[config.mk]
export PLATFORM = sky130hd
export DESIGN_NAME = handshake_protocol_monitor
export DESIGN_NICKNAME = d
export VERILOG_FILES = /design/src/rtl/handshake_mon_pkg.sv /design/src/rtl/handshake_mon_channel.sv /design/src/rtl/handshake_protocol_monitor.sv
export SDC_FILE = /design/constraint.sdc
export NUM_CORES = 1
export LEC_CHECK = 0
export ABC_AREA = 1
export CAP_MARGIN = 15
export CORE_ASPECT_RATIO = 0.5
export CORE_MARGIN = 2
export CORE_UTILIZATION = 25
export CTS_CLUSTER_DIAMETER = 60
export DETAILED_ROUTE_END_ITERATION = 10
export SYNTH_ARGS = -nofsm -noshare
export SYNTH_HDL_FRONTEND = slang
export SYNTH_HIERARCHICAL = 1
export SYNTH_SLANG_ARGS = --single-unit
export TNS_END_PERCENT = 10
[constraint.sdc]
create_clock -name clk -period 10.05 [get_ports clk]
set_input_delay 2.01 -clock clk [delete_from_list [all_inputs] [get_ports clk]]
set_output_delay 2.01 -clock clk [all_outputs]
set_load 0.05 [all_outputs]
[src/rtl/handshake_mon_pkg.sv]
// Shared types and helpers for the valid/ready handshake protocol monitor.
package handshake_mon_pkg;

  typedef enum logic [1:0] {
    IDLE      = 2'd0,
    STALL     = 2'd1,
    TIMED_OUT = 2'd2
  } mon_state_t;

  typedef enum logic [1:0] {
    ERR_NONE    = 2'd0,
    ERR_DROP    = 2'd1,
    ERR_DATA    = 2'd2,
    ERR_TIMEOUT = 2'd3
  } err_code_t;

  localparam int BIT_DROP    = 0;
  localparam int BIT_DATA    = 1;
  localparam int BIT_TIMEOUT = 2;

  // Widest error vector: 32 channels x 3 kinds.
  localparam int MAX_ERR_W = 96;

  function automatic logic [6:0] popcount_err(input logic [MAX_ERR_W-1:0] v);
    logic [6:0] n;
    n = 7'd0;
    for (int i = 0; i < MAX_ERR_W; i++) begin
      n = n + {6'd0, v[i]};
    end
    return n;
  endfunction

endpackage

[src/rtl/handshake_mon_channel.sv]
// One monitored valid/ready channel: stall FSM, payload latch, wait counter and
// combinational error/transfer strobes for the edge currently being sampled.
module handshake_mon_channel
  import handshake_mon_pkg::*;
#(
  parameter int DATA_W  = 8,
  parameter int TIMEOUT = 10,
  parameter int CNT_W   = 16
) (
  input  logic              clk,
  input  logic              rst,
  input  logic              enable,
  input  logic              valid,
  input  logic              ready,
  input  logic [DATA_W-1:0] data,
  output logic [2:0]        err_strobe,
  output logic              xfer,
  output logic [CNT_W-1:0]  stall_len
);

  localparam logic [CNT_W-1:0] CNT_MAX = {CNT_W{1'b1}};
  localparam logic [CNT_W-1:0] TO_VAL  = CNT_W'(TIMEOUT);

  mon_state_t        state_r, state_s;
  logic [CNT_W-1:0]  wait_cnt_r, wait_cnt_s, wait_inc_s;
  logic [DATA_W-1:0] data_r, data_s;
  logic              data_seen_r, data_seen_s;

  // Next-state, strobe and stall-length evaluation for the current sample.
  always_comb begin
    state_s     = state_r;
    wait_cnt_s  = wait_cnt_r;
    data_s      = data_r;
    data_seen_s = data_seen_r;
    err_strobe  = 3'b000;
    xfer        = 1'b0;
    stall_len   = {CNT_W{1'b0}};
    wait_inc_s  = (wait_cnt_r == CNT_MAX) ? wait_cnt_r : wait_cnt_r + CNT_W'(1);
    if (!enable) begin
      state_s     = IDLE;
      wait_cnt_s  = {CNT_W{1'b0}};
      data_seen_s = 1'b0;
    end else begin
      case (state_r)
        IDLE: begin
          if (valid && ready) begin
            xfer = 1'b1;
          end else if (valid) begin
            data_s      = data;
            wait_cnt_s  = CNT_W'(1);
            data_seen_s = 1'b0;
            // With a one-cycle timeout the very first stalled sample expires.
            if (TO_VAL == CNT_W'(1)) begin
              err_strobe[BIT_TIMEOUT] = 1'b1;
              state_s                 = TIMED_OUT;
            end else begin
              state_s = STALL;
            end
          end else begin
            state_s = IDLE;
          end
        end
        STALL, TIMED_OUT: begin
          if (!valid) begin
            err_strobe[BIT_DROP] = 1'b1;
            state_s              = IDLE;
            wait_cnt_s           = {CNT_W{1'b0}};
            data_seen_s          = 1'b0;
          end else begin
            if ((data != data_r) && !data_seen_r) begin
              err_strobe[BIT_DATA] = 1'b1;
              data_seen_s          = 1'b1;
            end else begin
              data_seen_s = data_seen_r;
            end
            if (ready) begin
              xfer        = 1'b1;
              stall_len   = wait_cnt_r;
              state_s     = IDLE;
              wait_cnt_s  = {CNT_W{1'b0}};
              data_seen_s = 1'b0;
            end else begin
              wait_cnt_s = wait_inc_s;
              if ((state_r == STALL) && (wait_inc_s == TO_VAL)) begin
                err_strobe[BIT_TIMEOUT] = 1'b1;
                state_s                 = TIMED_OUT;
              end else begin
                state_s = state_r;
              end
            end
          end
        end
        default: begin
          state_s     = IDLE;
          wait_cnt_s  = {CNT_W{1'b0}};
          data_seen_s = 1'b0;
        end
      endcase
    end
  end

  // Channel state registers.
  always_ff @(posedge clk) begin
    if (rst) begin
      state_r     <= IDLE;
      wait_cnt_r  <= {CNT_W{1'b0}};
      data_r      <= {DATA_W{1'b0}};
      data_seen_r <= 1'b0;
    end else begin
      state_r     <= state_s;
      wait_cnt_r  <= wait_cnt_s;
      data_r      <= data_s;
      data_seen_r <= data_seen_s;
    end
  end

endmodule

[src/rtl/handshake_protocol_monitor.sv]
// Multi-channel valid/ready protocol monitor: aggregates per-channel strobes into
// pulses, sticky flags, a saturating error count, first-error capture and max stall.
module handshake_protocol_monitor
  import handshake_mon_pkg::*;
#(
  parameter  int NUM_CH  = 4,
  parameter  int DATA_W  = 8,
  parameter  int TIMEOUT = 10,
  parameter  int CNT_W   = 16,
  localparam int CH_W    = (NUM_CH > 1) ? $clog2(NUM_CH) : 1
) (
  input  logic                     clk,
  input  logic                     rst,
  input  logic                     enable,
  input  logic                     clear,
  input  logic [NUM_CH-1:0]        valid,
  input  logic [NUM_CH-1:0]        ready,
  input  logic [NUM_CH*DATA_W-1:0] data,
  output logic [NUM_CH*3-1:0]      err_pulse,
  output logic [NUM_CH*3-1:0]      err_sticky,
  output logic [CNT_W-1:0]         err_count,
  output logic                     first_err_vld,
  output logic [CH_W-1:0]          first_err_ch,
  output logic [1:0]               first_err_code,
  output logic [CNT_W-1:0]         max_wait,
  output logic [CH_W-1:0]          max_wait_ch
);

  localparam int               NE      = NUM_CH * 3;
  localparam int               SUM_W   = CNT_W + 8;
  localparam logic [CNT_W-1:0] CNT_MAX = {CNT_W{1'b1}};

  logic [NE-1:0]    err_raw_s;
  logic [NUM_CH-1:0] xfer_s;
  logic [CNT_W-1:0] stall_len_s [NUM_CH];

  for (genvar c = 0; c < NUM_CH; c++) begin : g_ch
    handshake_mon_channel #(
      .DATA_W (DATA_W),
      .TIMEOUT(TIMEOUT),
      .CNT_W  (CNT_W)
    ) u_ch (
      .clk       (clk),
      .rst       (rst),
      .enable    (enable),
      .valid     (valid[c]),
      .ready     (ready[c]),
      .data      (data[c*DATA_W +: DATA_W]),
      .err_strobe(err_raw_s[c*3 +: 3]),
      .xfer      (xfer_s[c]),
      .stall_len (stall_len_s[c])
    );
  end

  logic [NE-1:0]    err_pulse_r, err_sticky_r, sticky_s;
  logic [CNT_W-1:0] err_count_r, count_s, count_base_s;
  logic [SUM_W-1:0] sum_s;
  logic             fe_vld_r, fe_vld_s;
  logic [CH_W-1:0]  fe_ch_r, fe_ch_s;
  err_code_t        fe_code_r, fe_code_s;
  logic [CNT_W-1:0] max_wait_r, max_wait_s;
  logic [CH_W-1:0]  max_ch_r, max_ch_s;

  // Clear-then-record aggregation of this sample's strobes.
  always_comb begin
    count_base_s = clear ? {CNT_W{1'b0}} : err_count_r;
    sum_s        = SUM_W'(count_base_s) + SUM_W'(popcount_err(MAX_ERR_W'(err_raw_s)));
    count_s      = (sum_s > SUM_W'(CNT_MAX)) ? CNT_MAX : sum_s[CNT_W-1:0];
    sticky_s     = (clear ? {NE{1'b0}} : err_sticky_r) | err_raw_s;
    fe_vld_s     = clear ? 1'b0 : fe_vld_r;
    fe_ch_s      = clear ? {CH_W{1'b0}} : fe_ch_r;
    fe_code_s    = clear ? ERR_NONE : fe_code_r;
    // Ascending scan of c*3+k gives lowest channel first, then lowest code.
    for (int i = 0; i < NE; i++) begin
      if (!fe_vld_s && err_raw_s[i]) begin
        fe_vld_s  = 1'b1;
        fe_ch_s   = CH_W'(i / 3);
        fe_code_s = err_code_t'(2'(i % 3 + 1));
      end else begin
        fe_vld_s = fe_vld_s;
      end
    end
    max_wait_s = clear ? {CNT_W{1'b0}} : max_wait_r;
    max_ch_s   = clear ? {CH_W{1'b0}} : max_ch_r;
    for (int c = 0; c < NUM_CH; c++) begin
      if (xfer_s[c] && (stall_len_s[c] > max_wait_s)) begin
        max_wait_s = stall_len_s[c];
        max_ch_s   = CH_W'(c);
      end else begin
        max_wait_s = max_wait_s;
      end
    end
  end

  // Registered reporting outputs.
  always_ff @(posedge clk) begin
    if (rst) begin
      err_pulse_r  <= {NE{1'b0}};
      err_sticky_r <= {NE{1'b0}};
      err_count_r  <= {CNT_W{1'b0}};
      fe_vld_r     <= 1'b0;
      fe_ch_r      <= {CH_W{1'b0}};
      fe_code_r    <= ERR_NONE;
      max_wait_r   <= {CNT_W{1'b0}};
      max_ch_r     <= {CH_W{1'b0}};
    end else begin
      err_pulse_r  <= err_raw_s;
      err_sticky_r <= sticky_s;
      err_count_r  <= count_s;
      fe_vld_r     <= fe_vld_s;
      fe_ch_r      <= fe_ch_s;
      fe_code_r    <= fe_code_s;
      max_wait_r   <= max_wait_s;
      max_ch_r     <= max_ch_s;
    end
  end

  assign err_pulse      = err_pulse_r;
  assign err_sticky     = err_sticky_r;
  assign err_count      = err_count_r;
  assign first_err_vld  = fe_vld_r;
  assign first_err_ch   = fe_ch_r;
  assign first_err_code = fe_code_r;
  assign max_wait       = max_wait_r;
  assign max_wait_ch    = max_ch_r;

endmodule

# After elaboration in Yosys (flattened, before gate mapping)
# Cells that the tools add are included.
# word_totals
ff_bits	171
# op_classes
muxes	186
n_reduce_logical	71
addsub	16
magnitude_cmp	5
n_eq_ne	36
bitwise	6
# ops
op	count
2-to-1 mux 16 bit	43
one-hot mux 16 bit (2 select lines)	4
2-to-1 mux 2 bit	49
2-to-1 mux 1 bit	69
adder 16 x 1 -> 16 bit (second input constant)	4
equality test 16 bit (second input constant)	4
equality test 16 x 4 -> 1 bit (second input constant)	4
> comparator 16 bit	4
adder 7 x 1 -> 7 bit	5
!= test 4 x 3 -> 1 bit (second input constant)	8
!= test 8 bit	4
logical AND 1 bit	28
2-to-1 mux 3 bit	8
adder 16 x 7 -> 17 bit	1
> comparator 17 x 16 -> 1 bit (second input constant)	1
logical NOT 1 bit	16
!= test 2 bit (second input constant)	8
one-hot mux 1 bit (2 select lines)	8
one-hot mux 2 bit (2 select lines)	4
AND reduction 2 bit	8
AND reduction 4 bit	4
nonzero test 13 bit	1
2-to-1 mux 12 bit	1
OR 12 bit	1
13 further kinds	33

# Depth between registers and ports, before layout
# depth
depth_word	44
mapped_depth	64
mapped_depth_nobuf	61

# Hierarchy
# The synthesis kept the hierarchy.
# by_module_without_submodules
module	instances	area_each_um2	cells_each
handshake_mon_channel	4	1900.6	292
handshake_protocol_monitor	1	5138.7	756

# Least setup slack after synthesis
# No wires, ideal clock.
# synth_path
kind	input port to flip-flop
from	in clear
to	reg max_wait_r[10] (netlist: max_wait[10])
required_ns	9.941
path_slack_ns	0.462
t_arrival_ns	9.479
stages	54
cell_sequence	inv_1 -> clkbuf_1 -> clkbuf_1 -> buf_1 -> buf_1 -> nand2_1 -> ha_1 -> nand2_1 -> nor2_2 -> nand4_1 -> o21a_1 -> nand2_2 -> clkbuf_1 -> nand3_1 -> nand2_1 -> inv_1 -> ha_1 -> nand2_1 -> [18 not listed] -> buf_6 -> nand2_1 -> and2_1 -> ha_1 -> inv_1 -> nor2_1 -> nor2_1 -> o21a_1 -> o21a_1 -> o21ai_0 -> a221oi_1 -> o21ai_0 -> nand3_1 -> clkbuf_1 -> o21ai_0 -> inv_1 -> nand2_1 -> inv_1
# synth_between
elab_chain_len	13
# synth_rtl
element	line	text
start: declaration	handshake_protocol_monitor.sv:15	input logic clear,
2-to-1 mux 16 bit *	handshake_protocol_monitor.sv:83	max_wait_s = clear ? {CNT_W{1'b0}} : max_wait_r;
> comparator 16 bit	handshake_protocol_monitor.sv:86	if (xfer_s[c] && (stall_len_s[c] > max_wait_s)) begin
logical AND 1 bit	handshake_protocol_monitor.sv:86	
2-to-1 mux 16 bit *	handshake_protocol_monitor.sv:86	
> comparator 16 bit	handshake_protocol_monitor.sv:86	
logical AND 1 bit	handshake_protocol_monitor.sv:86	
2-to-1 mux 16 bit *	handshake_protocol_monitor.sv:86	
> comparator 16 bit	handshake_protocol_monitor.sv:86	
logical AND 1 bit	handshake_protocol_monitor.sv:86	
2-to-1 mux 16 bit *	handshake_protocol_monitor.sv:86	
> comparator 16 bit	handshake_protocol_monitor.sv:86	
logical AND 1 bit	handshake_protocol_monitor.sv:86	
2-to-1 mux 16 bit *	handshake_protocol_monitor.sv:86	
end signal: assignment	handshake_protocol_monitor.sv:104	max_wait_r <= {CNT_W{1'b0}};
end signal: assignment	handshake_protocol_monitor.sv:113	max_wait_r <= max_wait_s;
end: declaration	handshake_protocol_monitor.sv:61	logic [CNT_W-1:0] max_wait_r, max_wait_s;
# Mark *: on every way between the ends. The rest lies on a longest branch, timed or not.
# A chain may end at the register's enable or synchronous reset.

==> summary.md <==
| Metric | Value |
|---|---|
| WP data required | `about 10000 ps` |
| Port-buffer cells | `approximately 110` |
| Clock-pin slew on the worst setup and hold paths | `around 70 ps` |
| Slowest CP cell | `clkdlybuf4s50_1` |
| Final Cycle Share | `between 90% and 100%` |
| R2r setup slk | `between 2000 and 2500 ps` |
| Max-slew violation count | `0` |
| Share of cells above drive strength 1 | `under 10%` |
| Layout area overhead | `19.2%` |
| Placed inst area | `approximately 15000 um^2` |
| CTS Root Cell | `clkbuf_16` |
| Setup TNS | `0 ps` |
| Crit. End Element | `register` |
| Top Family by Delay on Critical Path | `simple AND/OR/NAND/NOR gates` |
| Final-layout fill cell count | `~5500` |
| Via count | `roughly 12000` |
| Mean Syn Cell Area | `about 6.6 um^2` |
| Hold crit path type | `reg -> reg` |
| Die height | `164 um` |
| Switching Power | `around 1.2 mW` |
| Overall Global Routing Usage | `roughly 14%` |
| DRC | `0` |
| Max FO, Critical Path | `34` |
| Core Util, Final | `a little under a third` |
| Initial Util | `25.3%` |
| Remaining Overflow, GRT | `0` |
| Netlist Area Pre-Place | `12700 um^2` |
| DP Worst Slack | `about 140 ps` |
| Area share of the leading cell type in the synthesized netlist | `between 20% and 30%` |
| Initial antenna violation count | `0` |
| Leakage Power | `6.33 nW` |
| Most frequent CP cell | `nand2_1` |
| GP Congestion | `approximately 0.9` |
| Worst-Skew Late Latency | `about 470 ps` |
| Top area cells in the synthesized netlist | `dfxtp_1, nand2_1, ha_1` |
| Final HPWL DP | `between 20 and 30 mm` |
| H-tree depth | `4` |
| Clk pwr share | `between 20% and 30%` |
| Post-CTS Hold Buffers | `0` |
| Final WL | `between 30 and 40 mm` |
| Nets | `between 2000 and 2500` |
| Synth top cells by count | `nand2_1, inv_1, dfxtp_1` |
| Cell taking the most area after synthesis | `dfxtp_1` |
| Setup CP Type | `in -> reg` |
| Slew margin rel. | `about two fifths` |
| First-pass GRT wire length | `around 60 mm` |
| Worst Skew | `13.9 ps` |
| TritonCTS clock tree | `yes` |
| Buffers and inverters on the worst path | `9` |
| Top FF cell, synth | `dfxtp_1` |
| DR vias/cell | `4.54` |
| Pint | `1.48 mW` |
| Post-synth EDFFs | `0` |
| #FFs+latches synth | `about 170` |
| DR pass1 iterations | `5` |
| Setup-failing EPs final | `0` |
| Endpoints failing hold | `0` |
| Pwr/cell area | `approximately 180 nW/um^2` |
| Antenna-violating nets left | `0` |
| Critical path data arrival time | `just under 10000 ps` |
| Max-cap violations | `0` |
| CTS Sinks | `~170` |
| Diodes inserted | `0` |
| Die width | `between 300 and 400 um` |
| Core footprint | `~50000 um^2` |
| Comb pwr share | `between 40% and 50%` |
| Ys async rst share | `0%` |
| Min Tclk post-route | `roughly 9300 ps` |
| Seq pwr share | `around 29%` |
| Maximum VDD drop | `roughly 220 uV` |
| Sequential area share after synthesis | `26.9%` |
| Row count | `58` |
| Vias in the first global route | `11300` |
| Startpoint Class | `primary input` |
| Register area | `about 3400 um^2` |
| Cells after Synth | `between 1500 and 2000` |
| Most common cell in the netlist | `nand2_1` |
| Synth warnings | `6` |
| Net Sw Frac | `between 40% and 50%` |
| Net Count, Synth | `between 2000 and 2500` |
| Post-synth cell types | `53` |
| Largest net degree at the start of global routing | `just under 70` |
| Clock Tree Buf Depth | `2` |
| Die area | `52900 um^2` |
| Crit path largest cell delay | `between 500 and 600 ps` |
| Outcome | `complete, no violations` |
| Routed len/inst | `roughly 14 um` |
| Final worst setup slack | `737 ps` |
| RSZ-0062 raised after global routing | `no` |
| Worst-margin pin slew | `~900 ps` |
| Initial DRC count | `around 850` |
| IO Pins | `107` |
| Num CTS Buffers | `17` |
| Maximum clock rate | `between 0.1 and 0.15 GHz` |
| Area of the multi-input gates | `slightly above 8000 um^2` |
| Post-route cell area | `approximately 15000 um^2` |
[final timing paths]
kind | startpoint | to | cells past startpoint
setup / recovery | valid[0] | max_wait[5] | 48
hold / removal | err_sticky[7] | err_sticky[7] | 2
setup reg to reg | g_ch[0].u_ch/state_r[0] | max_wait[5] | 49
hold reg to reg | err_sticky[7] | err_sticky[7] | 2
[cell usage in the layout, fill, tap and decap left out, types with 3 or more instances in the layout]
master           count
a22oi_1              4
nor3_2              12
a21oi_2              8
buf_4               16
a211oi_1             7
o21ai_1             11
inv_1              226
and2_1              15
nand2_4             11
a31oi_1              7
o21ai_0             72
fa_1                 8
dfxtp_1            171
clkdlybuf4s50_1    104
nor3_1              80
nand2_1            490
nor2_2              30
nand4_2              4
inv_6                7
clkbuf_16           17
xor2_1              59
xnor2_1              3
nor4_1               9
a21o_1               3
ha_1                86
clkinv_1             8
a2bb2oi_1            4
nor2_8               8
nand3_2              9
nand4_1             22
inv_2               10
o21a_1               3
nor2_4              12
a21oi_1            164
nor3b_1              4
nand3_1            147
nor2_1             124
nand2_2             25
[power by group through the flow]
| stage | sequential (mW) | combinational (mW) | clock (mW) |
|---|---|---|---|
| CTS | 0.772 | 1.24 | 0.673 |
| finish | 0.771 | 1.26 | 0.651 |
| floorplan | 0.873 | 0.862 | 0 |
| detailed placement | 0.788 | 1.24 | 0 |
| global placement | 0.788 | 1.22 | 0 |
| global route | 0.775 | 1.43 | 0.696 |
[logic make-up after synthesis]
family	share of synthesized area, %
AO/OA/AOI/OAI	12.5
buffers and inverters	8.79
flip-flops	26.9
XOR/XNOR	4.26
AND/OR/NAND/NOR	37.9
adder cells (fa/ha/maj)	9.70
[registers in the layout, summed over array words and instances, names as in the netlist, 4 cells and up]
name and cells:
g_ch.u_ch/wait_cnt_r 64, g_ch.u_ch/data_r 32, err_count 16, max_wait 16, err_pulse 12, err_sticky 12
g_ch.u_ch/state_r 8, g_ch.u_ch/data_seen_r 4
[per-stage QoR]
| stage | cells | hold slack, ps | total power, mW |
|---|---|---|---|
| 6_report | 2718 | 466 | 2.68 |
| 5_1_grt | 2718 | 489 | 2.90 |
| 4_1_cts | 2718 | 467 | 2.69 |
| 3_5_place_dp | 2687 | 456 | 2.03 |
| 3_3_place_gp | 2687 | 450 | 2.01 |
| 2_1_floorplan | 1924 | 453 | 1.74 |
[worst min-delay path, cell delays in order, from the launching register on]
cell and delay (ps):
dfxtp_1 310, nand2_1 60, a21oi_1 50
[metal layers]
layer  share of wire, %  GRT usage, %  up-vias  routed length [um]
met2                 46          22.8      188               17000
met1                 49          19.4     5632               18100
met3                3.5          2.19       30                1290
li1                   -             -     6481                   -
met5                  0             0        -                   0
met4                1.1          3.11        0                 392
[cell type report]
| class | instances | area share [%] |
|---|---|---|
| multi-input combinational | 1459 | 54.2 |
| inverter | 244 | 6.03 |
| timing repair buffer | 123 | 7.89 |
| clock buffer | 18 | 2.83 |
| tap | 690 | 5.68 |
| clock inverter | 13 | 0.832 |
| sequential | 171 | 22.5 |
[timing repair]
action | in CTS | in global routing
setup buffers | 0 | 0
endpoints found under the hold margin | 0 | 0
gates resized for setup | 0 | 10
endpoints found under the setup margin | 0 | 18
No activity file was read; power rests on OpenSTA's default activity.
